===== src/rtl/bus_probe_pkg.sv =====
// Shared constants and glyph table for the bus probe display.
// Seven-segment glyphs are active-low, with segments g..a on bits 6..0.
package bus_probe_pkg;

  localparam logic [1:0] CH_ADDR  = 2'd0;
  localparam logic [1:0] CH_DATA  = 2'd1;
  localparam logic [1:0] CH_SPLIT = 2'd2;
  localparam logic [1:0] CH_COUNT = 2'd3;

  localparam logic [6:0] SEG_BLANK = 7'h7F;

  function automatic logic [6:0] hex_to_seg(input logic [3:0] nibble);
    logic [6:0] seg;
    case (nibble)
      4'h0:    seg = 7'h40;
      4'h1:    seg = 7'h79;
      4'h2:    seg = 7'h24;
      4'h3:    seg = 7'h30;
      4'h4:    seg = 7'h19;
      4'h5:    seg = 7'h12;
      4'h6:    seg = 7'h02;
      4'h7:    seg = 7'h78;
      4'h8:    seg = 7'h00;
      4'h9:    seg = 7'h10;
      4'hA:    seg = 7'h08;
      4'hB:    seg = 7'h03;
      4'hC:    seg = 7'h46;
      4'hD:    seg = 7'h21;
      4'hE:    seg = 7'h06;
      4'hF:    seg = 7'h0E;
      default: seg = SEG_BLANK;
    endcase
    return seg;
  endfunction

endpackage


===== src/rtl/bus_probe_display_key_debouncer.sv =====
// Push-button debouncer: 2-FF synchroniser, stability counter and a registered
// one-cycle press pulse raised together with the debounced 1->0 transition.
module key_debouncer #(
  parameter int DEBOUNCE_CYCLES = 500000
) (
  input  logic clk,
  input  logic rst_n,
  input  logic key_n,
  output logic press
);

  localparam int CW = (DEBOUNCE_CYCLES < 2) ? 1 : $clog2(DEBOUNCE_CYCLES + 1);
  localparam logic [CW-1:0] LIMIT = CW'(DEBOUNCE_CYCLES - 1);

  logic          sync1_r;
  logic          sync2_r;
  logic          level_r;
  logic          press_r;
  logic [CW-1:0] cnt_r;

  // Synchronise the raw key, then accept a new level only after it has been stable long enough.
  always_ff @(posedge clk) begin
    if (!rst_n) begin
      sync1_r <= 1'b1;
      sync2_r <= 1'b1;
      level_r <= 1'b1;
      cnt_r   <= '0;
      press_r <= 1'b0;
    end else begin
      sync1_r <= key_n;
      sync2_r <= sync1_r;
      press_r <= 1'b0;
      if (sync2_r != level_r) begin
        if (cnt_r == LIMIT) begin
          level_r <= sync2_r;
          cnt_r   <= '0;
          press_r <= ~sync2_r;
        end else begin
          cnt_r <= cnt_r + CW'(1);
        end
      end else begin
        cnt_r <= '0;
      end
    end
  end

  assign press = press_r;

endmodule


===== src/rtl/bus_probe_display.sv =====
// Passive CPU-memory bus probe: captures the last completed transaction and a
// transaction count, and shows a selected channel on seven-segment digits.
module bus_probe_display
  import bus_probe_pkg::*;
#(
  parameter int NUM_DIGITS      = 8,
  parameter int ADDR_W          = 32,
  parameter int DATA_W          = 32,
  parameter int CNT_W           = 16,
  parameter int DEBOUNCE_CYCLES = 500000
) (
  input  logic                    clk,
  input  logic                    rst_n,
  input  logic                    mem_read,
  input  logic                    mem_write,
  input  logic                    mem_ack,
  input  logic [ADDR_W-1:0]       mem_addr,
  input  logic [DATA_W-1:0]       mem_read_data,
  input  logic [DATA_W-1:0]       mem_write_data,
  input  logic                    key_freeze_n,
  input  logic [1:0]              sel,
  output logic [NUM_DIGITS*7-1:0] hex_out,
  output logic                    frozen,
  output logic                    last_write,
  output logic                    proto_err,
  output logic [CNT_W-1:0]        txn_count
);

  localparam int VW = NUM_DIGITS * 4;

  if (NUM_DIGITS < 1 || NUM_DIGITS > 8) begin : g_bad_digits
    $fatal(1, "bus_probe_display: NUM_DIGITS must be 1..8");
  end

  logic [ADDR_W-1:0]       addr_r;
  logic [DATA_W-1:0]       data_r;
  logic [CNT_W-1:0]        cnt_r;
  logic                    ack_d_r;
  logic                    frozen_r;
  logic                    last_write_r;
  logic                    err_r;
  logic [NUM_DIGITS*7-1:0] hex_r;
  logic                    press_s;
  logic                    done_s;
  logic [VW-1:0]           val_s;
  logic [6:0]              src_w_s;

  key_debouncer #(
    .DEBOUNCE_CYCLES(DEBOUNCE_CYCLES)
  ) u_freeze_key (
    .clk   (clk),
    .rst_n (rst_n),
    .key_n (key_freeze_n),
    .press (press_s)
  );

  assign done_s = mem_ack & ~ack_d_r;

  // Capture on the ack rising edge; frozen gates capture with its pre-toggle value.
  always_ff @(posedge clk) begin
    if (!rst_n) begin
      addr_r       <= '0;
      data_r       <= '0;
      cnt_r        <= '0;
      ack_d_r      <= 1'b0;
      frozen_r     <= 1'b0;
      last_write_r <= 1'b0;
      err_r        <= 1'b0;
    end else begin
      ack_d_r <= mem_ack;
      if (press_s) frozen_r <= ~frozen_r;
      if (done_s) begin
        cnt_r <= cnt_r + CNT_W'(1);
        if (mem_read == mem_write) err_r <= 1'b1;
        if (!frozen_r) begin
          addr_r       <= mem_addr;
          data_r       <= mem_write ? mem_write_data : mem_read_data;
          last_write_r <= mem_write;
        end
      end
    end
  end

  // Channel mux; src_w_s is the source width used to blank digits past it.
  always_comb begin
    val_s   = '0;
    src_w_s = 7'd32;
    case (sel)
      CH_ADDR: begin
        val_s   = VW'(addr_r);
        src_w_s = 7'(ADDR_W);
      end
      CH_DATA: begin
        val_s   = VW'(data_r);
        src_w_s = 7'(DATA_W);
      end
      CH_SPLIT: begin
        val_s   = VW'({addr_r[15:0], data_r[15:0]});
        src_w_s = 7'd32;
      end
      CH_COUNT: begin
        val_s   = VW'(cnt_r);
        src_w_s = 7'(CNT_W);
      end
      default: begin
        val_s   = '0;
        src_w_s = 7'd0;
      end
    endcase
  end

  // Registered segment drive, one glyph per nibble.
  always_ff @(posedge clk) begin
    if (!rst_n) begin
      hex_r <= {NUM_DIGITS{SEG_BLANK}};
    end else begin
      for (int i = 0; i < NUM_DIGITS; i++) begin
        hex_r[7*i +: 7] <= ((4 * i) >= int'(src_w_s)) ? SEG_BLANK : hex_to_seg(val_s[4*i +: 4]);
      end
    end
  end

  assign hex_out    = hex_r;
  assign frozen     = frozen_r;
  assign last_write = last_write_r;
  assign proto_err  = err_r;
  assign txn_count  = cnt_r;

endmodule


===== config.mk =====
export PLATFORM = sky130hd
export DESIGN_NAME = bus_probe_display
export DESIGN_NICKNAME = d
export VERILOG_FILES = /design/src/rtl/bus_probe_pkg.sv /design/src/rtl/bus_probe_display_key_debouncer.sv /design/src/rtl/bus_probe_display.sv
export SDC_FILE = /design/constraint.sdc
export NUM_CORES = 1
export LEC_CHECK = 0
export ABC_AREA = 1
export BUFFER_PORTS_ARGS = -buffer_cell sky130_fd_sc_hd__clkbuf_2
export CORE_UTILIZATION = 30
export DETAILED_ROUTE_END_ITERATION = 12
export MAX_ROUTING_LAYER = met4
export PLACE_DENSITY_LB_ADDON = 0.15
export SETUP_SLACK_MARGIN = 0.15
export SYNTH_ARGS = -nofsm -noshare
export SYNTH_HDL_FRONTEND = slang
export SYNTH_SLANG_ARGS = --single-unit

===== constraint.sdc =====
create_clock -name clk -period 3.4 [get_ports clk]
set_input_delay 0.68 -clock clk [delete_from_list [all_inputs] [get_ports clk]]
set_output_delay 0.68 -clock clk [all_outputs]
set_load 0.005 [all_outputs]

==> reports/qor.csv, run 1 <==
metric,value,unit
vias in the first global route,7951,
Crit Path Category,input pin to flip-flop,
"commonest non-fill, non-tap cell in the layout",nand2_1,
Worst Skew,0.0120,ns
nature of the critical path endpoint,flip-flop,
total track usage,17.6,%
Synth warnings,0,
Hold Crit Class,flip-flop to flip-flop,
final non-filler cell area,0.0111,mm²
Area after DPL,0.0105,mm²
Max-Slew Margin vs Limit,60.8,%
drc violations,0,
Total Wirelength,26800,µm
crit path cell chain,clkbuf_2 > inv_6 > nor2_4 > nand2_1 > nand3_1 > inv_1 > ha_1 > inv_1 > nand4_1 > nand3_1 > nand3_1,
Max Fanout on Critical Path,12,
hold depth,1,
Ports,179,
Most common cell on crit path,nand3_1,
"Min Clock Period, post-route",2.29,ns
register area share after synthesis,35.2,%
post-cts gate resize count,0,
CTS tree,built,
setup violators final,0,
PD cells,452,mW/mm²
via count,8474,
final hold vios,0,
Syn Nets,1493,
hold buffers post-CTS,0,
Worst-Skew Late Latency,0.43,ns
DP HPWL,20700,µm
DIE AREA,0.0316,mm²
"commonest cells after routing, fill and taps aside","nand2_1, clkbuf_2, dfxtp_1",
GP Congestion,0.841,
Max Cap Viol,0,
largest net degree at the start of global routing,69,
layout cells sized above 1,20.3,%
#FFs+latches synth,163,
mean number of vias per cell,4.43,
"Req. time, crit path",3.71,ns
CTS HTree Levels,4,
"Largest stage delay, worst path",0.38,ns
first-pass GRT wire length,41900,µm
total gr overflow,0,
worst slew pin tran,0.588,ns
highest-delay cell along the critical path,clkbuf_2,
Iter 0 DRT Violations,348,
Die X,178,µm
Routed Antenna Nets,0,
FMAX,0.437,GHz
Port Buf Inserts,178,
initial antenna violation count,0,
status,"finished, final reports clean",
"Period Utilization, post-route",67.3,%
TNS Setup,0,ns
Worst-path clk slew,0.07,ns
unrepaired setup endpoints after global routing,no,
Die H,178,µm
core area,0.0305,mm²
Critical Path AT,2.60,ns
Std-Cell Rows,64,
Syn Inst Count,1343,
cell area after synthesis,0.00927,mm²
cts bufs inserted,17,
r2r worst-path depth,8,
post-layout net count,1654,
max-slew violation count,0,
worst vdd ir,0.302,mV
DR WL/cell,14.0,µm
"Avg Cell Area, Syn",6.91,µm²
post-synthesis cell type count,41,
clk buf depth,2,
Leak,5.39,nW
Startpoint Class,input pin,
drt pass-1 iters,5,
starting density of the core,30.4,%
Ant. Diodes,0,
area grow syn2layout,19.2,%
CTS root buf,clkbuf_16,
CTS sink cnt,163,
Post-CTS Setup Bufs,0,
==> report_power, final <==
group          total, mW  switching, mW  internal, mW  leakage, nW
Sequential          2.12         0.0729          2.05         1.35
Clock               2.00          0.856          1.14        0.289
Combinational      0.870          0.550         0.320         3.75
Total               4.99           1.48          3.51         5.39
==> cell families after synthesis <==
family	synth area share, %
and+or+nand+nor	37.0
buffers and inverters	10.1
AOI/OAI and AO/OA	10.4
DFF	35.2
adders and majority gates	6.21
xor gates and xnor gates	1.04
==> per-stage QoR <==
stage / std cells / utilization, % / power, mW / hold slack (ns) / setup WS [ns]
2_1_floorplan: 1343 / - / 2.74 / 0.393 / 1.27
6_report: 1913 / 36.2 / 4.99 / 0.408 / 1.11
3_5_place_dp: 1881 / 34.3 / 3.05 / 0.402 / 0.656
4_1_cts: 1913 / 36.2 / 5.07 / 0.413 / 1.12
3_3_place_gp: 1881 / 34.3 / 3.05 / 0.397 / 0.698
5_1_grt: 1913 / 36.2 / 5.28 / 0.442 / 0.852
==> sequential cells by signal (all words and copies together), names as in the netlist <==
register / flops
u_freeze_key.level_r: 1
frozen: 1
u_freeze_key.press: 1
data_r: 32
u_freeze_key.sync1_r: 1
u_freeze_key.cnt_r: 19
addr_r: 32
proto_err: 1
txn_count: 16
u_freeze_key.sync2_r: 1
ack_d_r: 1
hex_out: 56
last_write: 1
==> cells in the mapped netlist (all sizes together) <==
master / instances / area [µm²]
or2: 4 / 25.0
dfxtp: 163 / 3260
nand3b: 1 / 7.51
ha: 46 / 576
a31oi: 1 / 6.26
o21ai: 94 / 470
nand4: 16 / 100
nor2: 116 / 554
nor3b: 1 / 7.51
and2: 1 / 6.26
o211ai: 5 / 47.5
clkbuf: 23 / 90.1
a21oi: 85 / 440
xnor2: 3 / 26.3
xor2: 8 / 70.1
nand3: 126 / 838
buf: 23 / 206
nand2: 448 / 1840
nor3: 11 / 55.1
clkinv: 1 / 3.75
inv: 167 / 639
==> metal layers <==
layer  routed length [µm]  track usage, %  vias to the layer above  share of wire, %
li1                     -               -                     4550                 -
met1                13300            23.3                     3716                50
met2                12000            27.4                      182                45
met3                 1080            2.89                       26               4.0
met4                  473            5.45                        0               1.8
met5                    0               -                        -                 0
==> worst paths after layout <==
check	start	to	slack (ns)
worst max register to register	txn_count[1]$_SDFFE_PN0P_	txn_count[14]$_SDFFE_PN0P_	1.62
worst min register to register	u_freeze_key.sync1_r$_SDFF_PN1_	u_freeze_key.sync2_r$_SDFF_PN1_	0.41
worst max-delay path	sel[0]	hex_out[45]$_SDFF_PP1_	1.11
worst min-delay path	u_freeze_key.sync1_r$_SDFF_PN1_	u_freeze_key.sync2_r$_SDFF_PN1_	0.41
==> critical path: cells and delay by family <==
| family | cells | cell delay, ns |
|---|---|---|
| and+or+nand+nor | 6 | 1.00 |
| buffers and inverters | 4 | 0.68 |
| adders and majority gates | 1 | 0.24 |
==> final cells by class <==
class | instances | area (µm²)
well taps | 396 | 495
fillers | 3380 | 19500
clock inverters | 11 | 141
clock buffers | 21 | 460
repair buffers | 188 | 978
multi-input cells | 966 | 5070
flip-flops and latches | 163 | 3260
inverters | 168 | 643
No activity file was read; power rests on OpenSTA's default activity.
==> run 2: changes to the inputs <==
==> constraint.sdc (replaced) <==
create_clock -name clk -period 2.3 [get_ports clk]
set_input_delay 0.46 -clock clk [delete_from_list [all_inputs] [get_ports clk]]
set_output_delay 0.46 -clock clk [all_outputs]
set_load 0.005 [all_outputs]
==> reports/qor.csv, run 2 (synthesis gave the netlist of run 1 again) <==
metric,value,unit,change
Total Wirelength,26300,µm,was 26800 µm
"commonest non-fill, non-tap cell in the layout",nand2_1,,unchanged
"commonest cells after routing, fill and taps aside","nand2_1, clkbuf_2, dfxtp_1",,unchanged
CTS sink cnt,163,,unchanged
Ant. Diodes,0,,unchanged
Leak,5.50,nW,was 5.39 nW
worst slew pin tran,0.474,ns,was 0.588 ns
Crit Path Category,input pin to flip-flop,,unchanged
PD cells,664,mW/mm²,was 452 mW/mm²
Die H,178,µm,unchanged
CTS tree,built,,unchanged
post-layout net count,1675,,was 1654
total gr overflow,0,,unchanged
via count,8536,,was 8474
cts bufs inserted,17,,unchanged
post-route setup slack,0.369,ns,was 1.11 ns
Worst Skew,0.0164,ns,was 0.0120 ns
Routed Antenna Nets,0,,unchanged
nature of the critical path endpoint,flip-flop,,unchanged
drt pass-1 iters,5,,unchanged
starting density of the core,30.4,%,unchanged
pre-CTS WS,-0.0897,ns,was 0.656 ns
unrepaired setup endpoints after global routing,no,,unchanged
r2r worst-path depth,8,,unchanged
hold depth,2,,was 1
max-slew violation count,0,,unchanged
largest net degree at the start of global routing,78,,was 69
drc violations,0,,unchanged
CTS HTree Levels,4,,unchanged
Max-Slew Margin vs Limit,68.3,%,was 60.8%
Post-CTS Setup Bufs,0,,unchanged
core area,0.0305,mm²,unchanged
final core occ,36.9,%,was 36.2%
hold buffers post-CTS,0,,unchanged
DR WL/cell,13.6,µm,was 14.0 µm
first-pass GRT wire length,42400,µm,was 41900 µm
"Period Utilization, post-route",83.9,%,
Hold Crit Class,input pin to flip-flop,,was flip-flop to flip-flop
Die X,178,µm,unchanged
vias in the first global route,8167,,was 7951
TNS Setup,0,ns,unchanged
post-cts gate resize count,0,,unchanged
worst vdd ir,0.450,mV,was 0.302 mV
status,"finished, final reports clean",,unchanged
"Req. time, crit path",2.59,ns,was 3.71 ns
Worst-Skew Late Latency,0.43,ns,about the same
Max Cap Viol,0,,unchanged
"Min Clock Period, post-route",1.93,ns,
Iter 0 DRT Violations,399,,was 348
area grow syn2layout,21.5,%,was 19.2%
Max Fanout on Critical Path,9,,was 12
clk buf depth,2,,unchanged
FMAX,0.518,GHz,
Port Buf Inserts,178,,unchanged
Critical Path AT,2.22,ns,was 2.60 ns
Worst Hold Slack,0.227,ns,was 0.408 ns
DIE AREA,0.0316,mm²,unchanged
total track usage,17.7,%,was 17.6%
Std-Cell Rows,64,,unchanged
CTS root buf,clkbuf_16,,unchanged
GP Congestion,0.857,,was 0.841
setup violators final,0,,unchanged
Worst-path clk slew,0.06,ns,was 0.07 ns
layout cells sized above 1,21.3,%,was 20.3%
DP HPWL,20900,µm,was 20700 µm
final hold vios,0,,unchanged
initial antenna violation count,0,,unchanged
Largest register FFs,56,,unchanged
mean number of vias per cell,4.42,,was 4.43
Ports,179,,unchanged
Startpoint Class,input pin,,unchanged
## run 2: changes by cell type in the layout (fill, tap and decap cells not counted), sizes merged
cell      previous run  this run
buf                 11        32
bufinv               2         4
clkbuf             198       195
clkinv               3         1
clkinvlp             2         4
inv                172       170
## run 2: path summary, 6_finish.rpt
check | from | end | slack, ns
worst max-delay path | sel[1] | hex_out[7]$_SDFF_PN1_ | 0.37
worst min-delay path | key_freeze_n | u_freeze_key.sync1_r$_SDFF_PN1_ | 0.23
worst max register to register | txn_count[1]$_SDFFE_PN0P_ | txn_count[14]$_SDFFE_PN0P_ | 0.55
worst min register to register | u_freeze_key.sync1_r$_SDFF_PN1_ | u_freeze_key.sync2_r$_SDFF_PN1_ | 0.42
## run 2: area by class of cell
type	count	area, µm²
Fill cell	3343	19200
Multi-Input combinational cell	966	5070
Sequential cell	163	3260
Timing Repair Buffer	209	1190
Inverter	168	643
Tap cell	396	495
Clock buffer	18	429
Clock inverter	11	179
## run 2: report_power, final
group          leakage, nW  switching (mW)  internal (mW)
Sequential            1.35           0.100           3.03
Combinational         3.87           0.824          0.514
Clock                0.283            1.19           1.81
Total                 5.50            2.12           5.36
## run 2: metal layers
layer,share of wire [%],wire length (µm),global-route usage [%],vias to the layer above
li1,-,-,-,4597
met1,49,12900,23.5,3759
met2,46,12000,27.9,157
met3,3.3,861,2.61,23
met4,1.6,419,5.09,0
met5,0,0,-,-
## run 2: per-stage QoR
step                      total power, mW  instance area, µm²  instances
after detailed placement             4.56               10700       1902
after global placement               4.56               10700       1902
after global routing                 7.92               11300       1931
after CTS                            7.59               11300       1931
after floorplan                      4.05                9270       1343
final                                7.48               11300       1931
## run 2: critical path: stages
cell,delay [ns]
clkbuf_2,0.25
inv_4,0.16
nand2_4,0.11
nand2_2,0.19
nor2_1,0.08
nor2_2,0.30
inv_1,0.14
ha_1,0.25
nand3_1,0.09
nand2_1,0.06
nand2_1,0.05
nand3_1,0.08
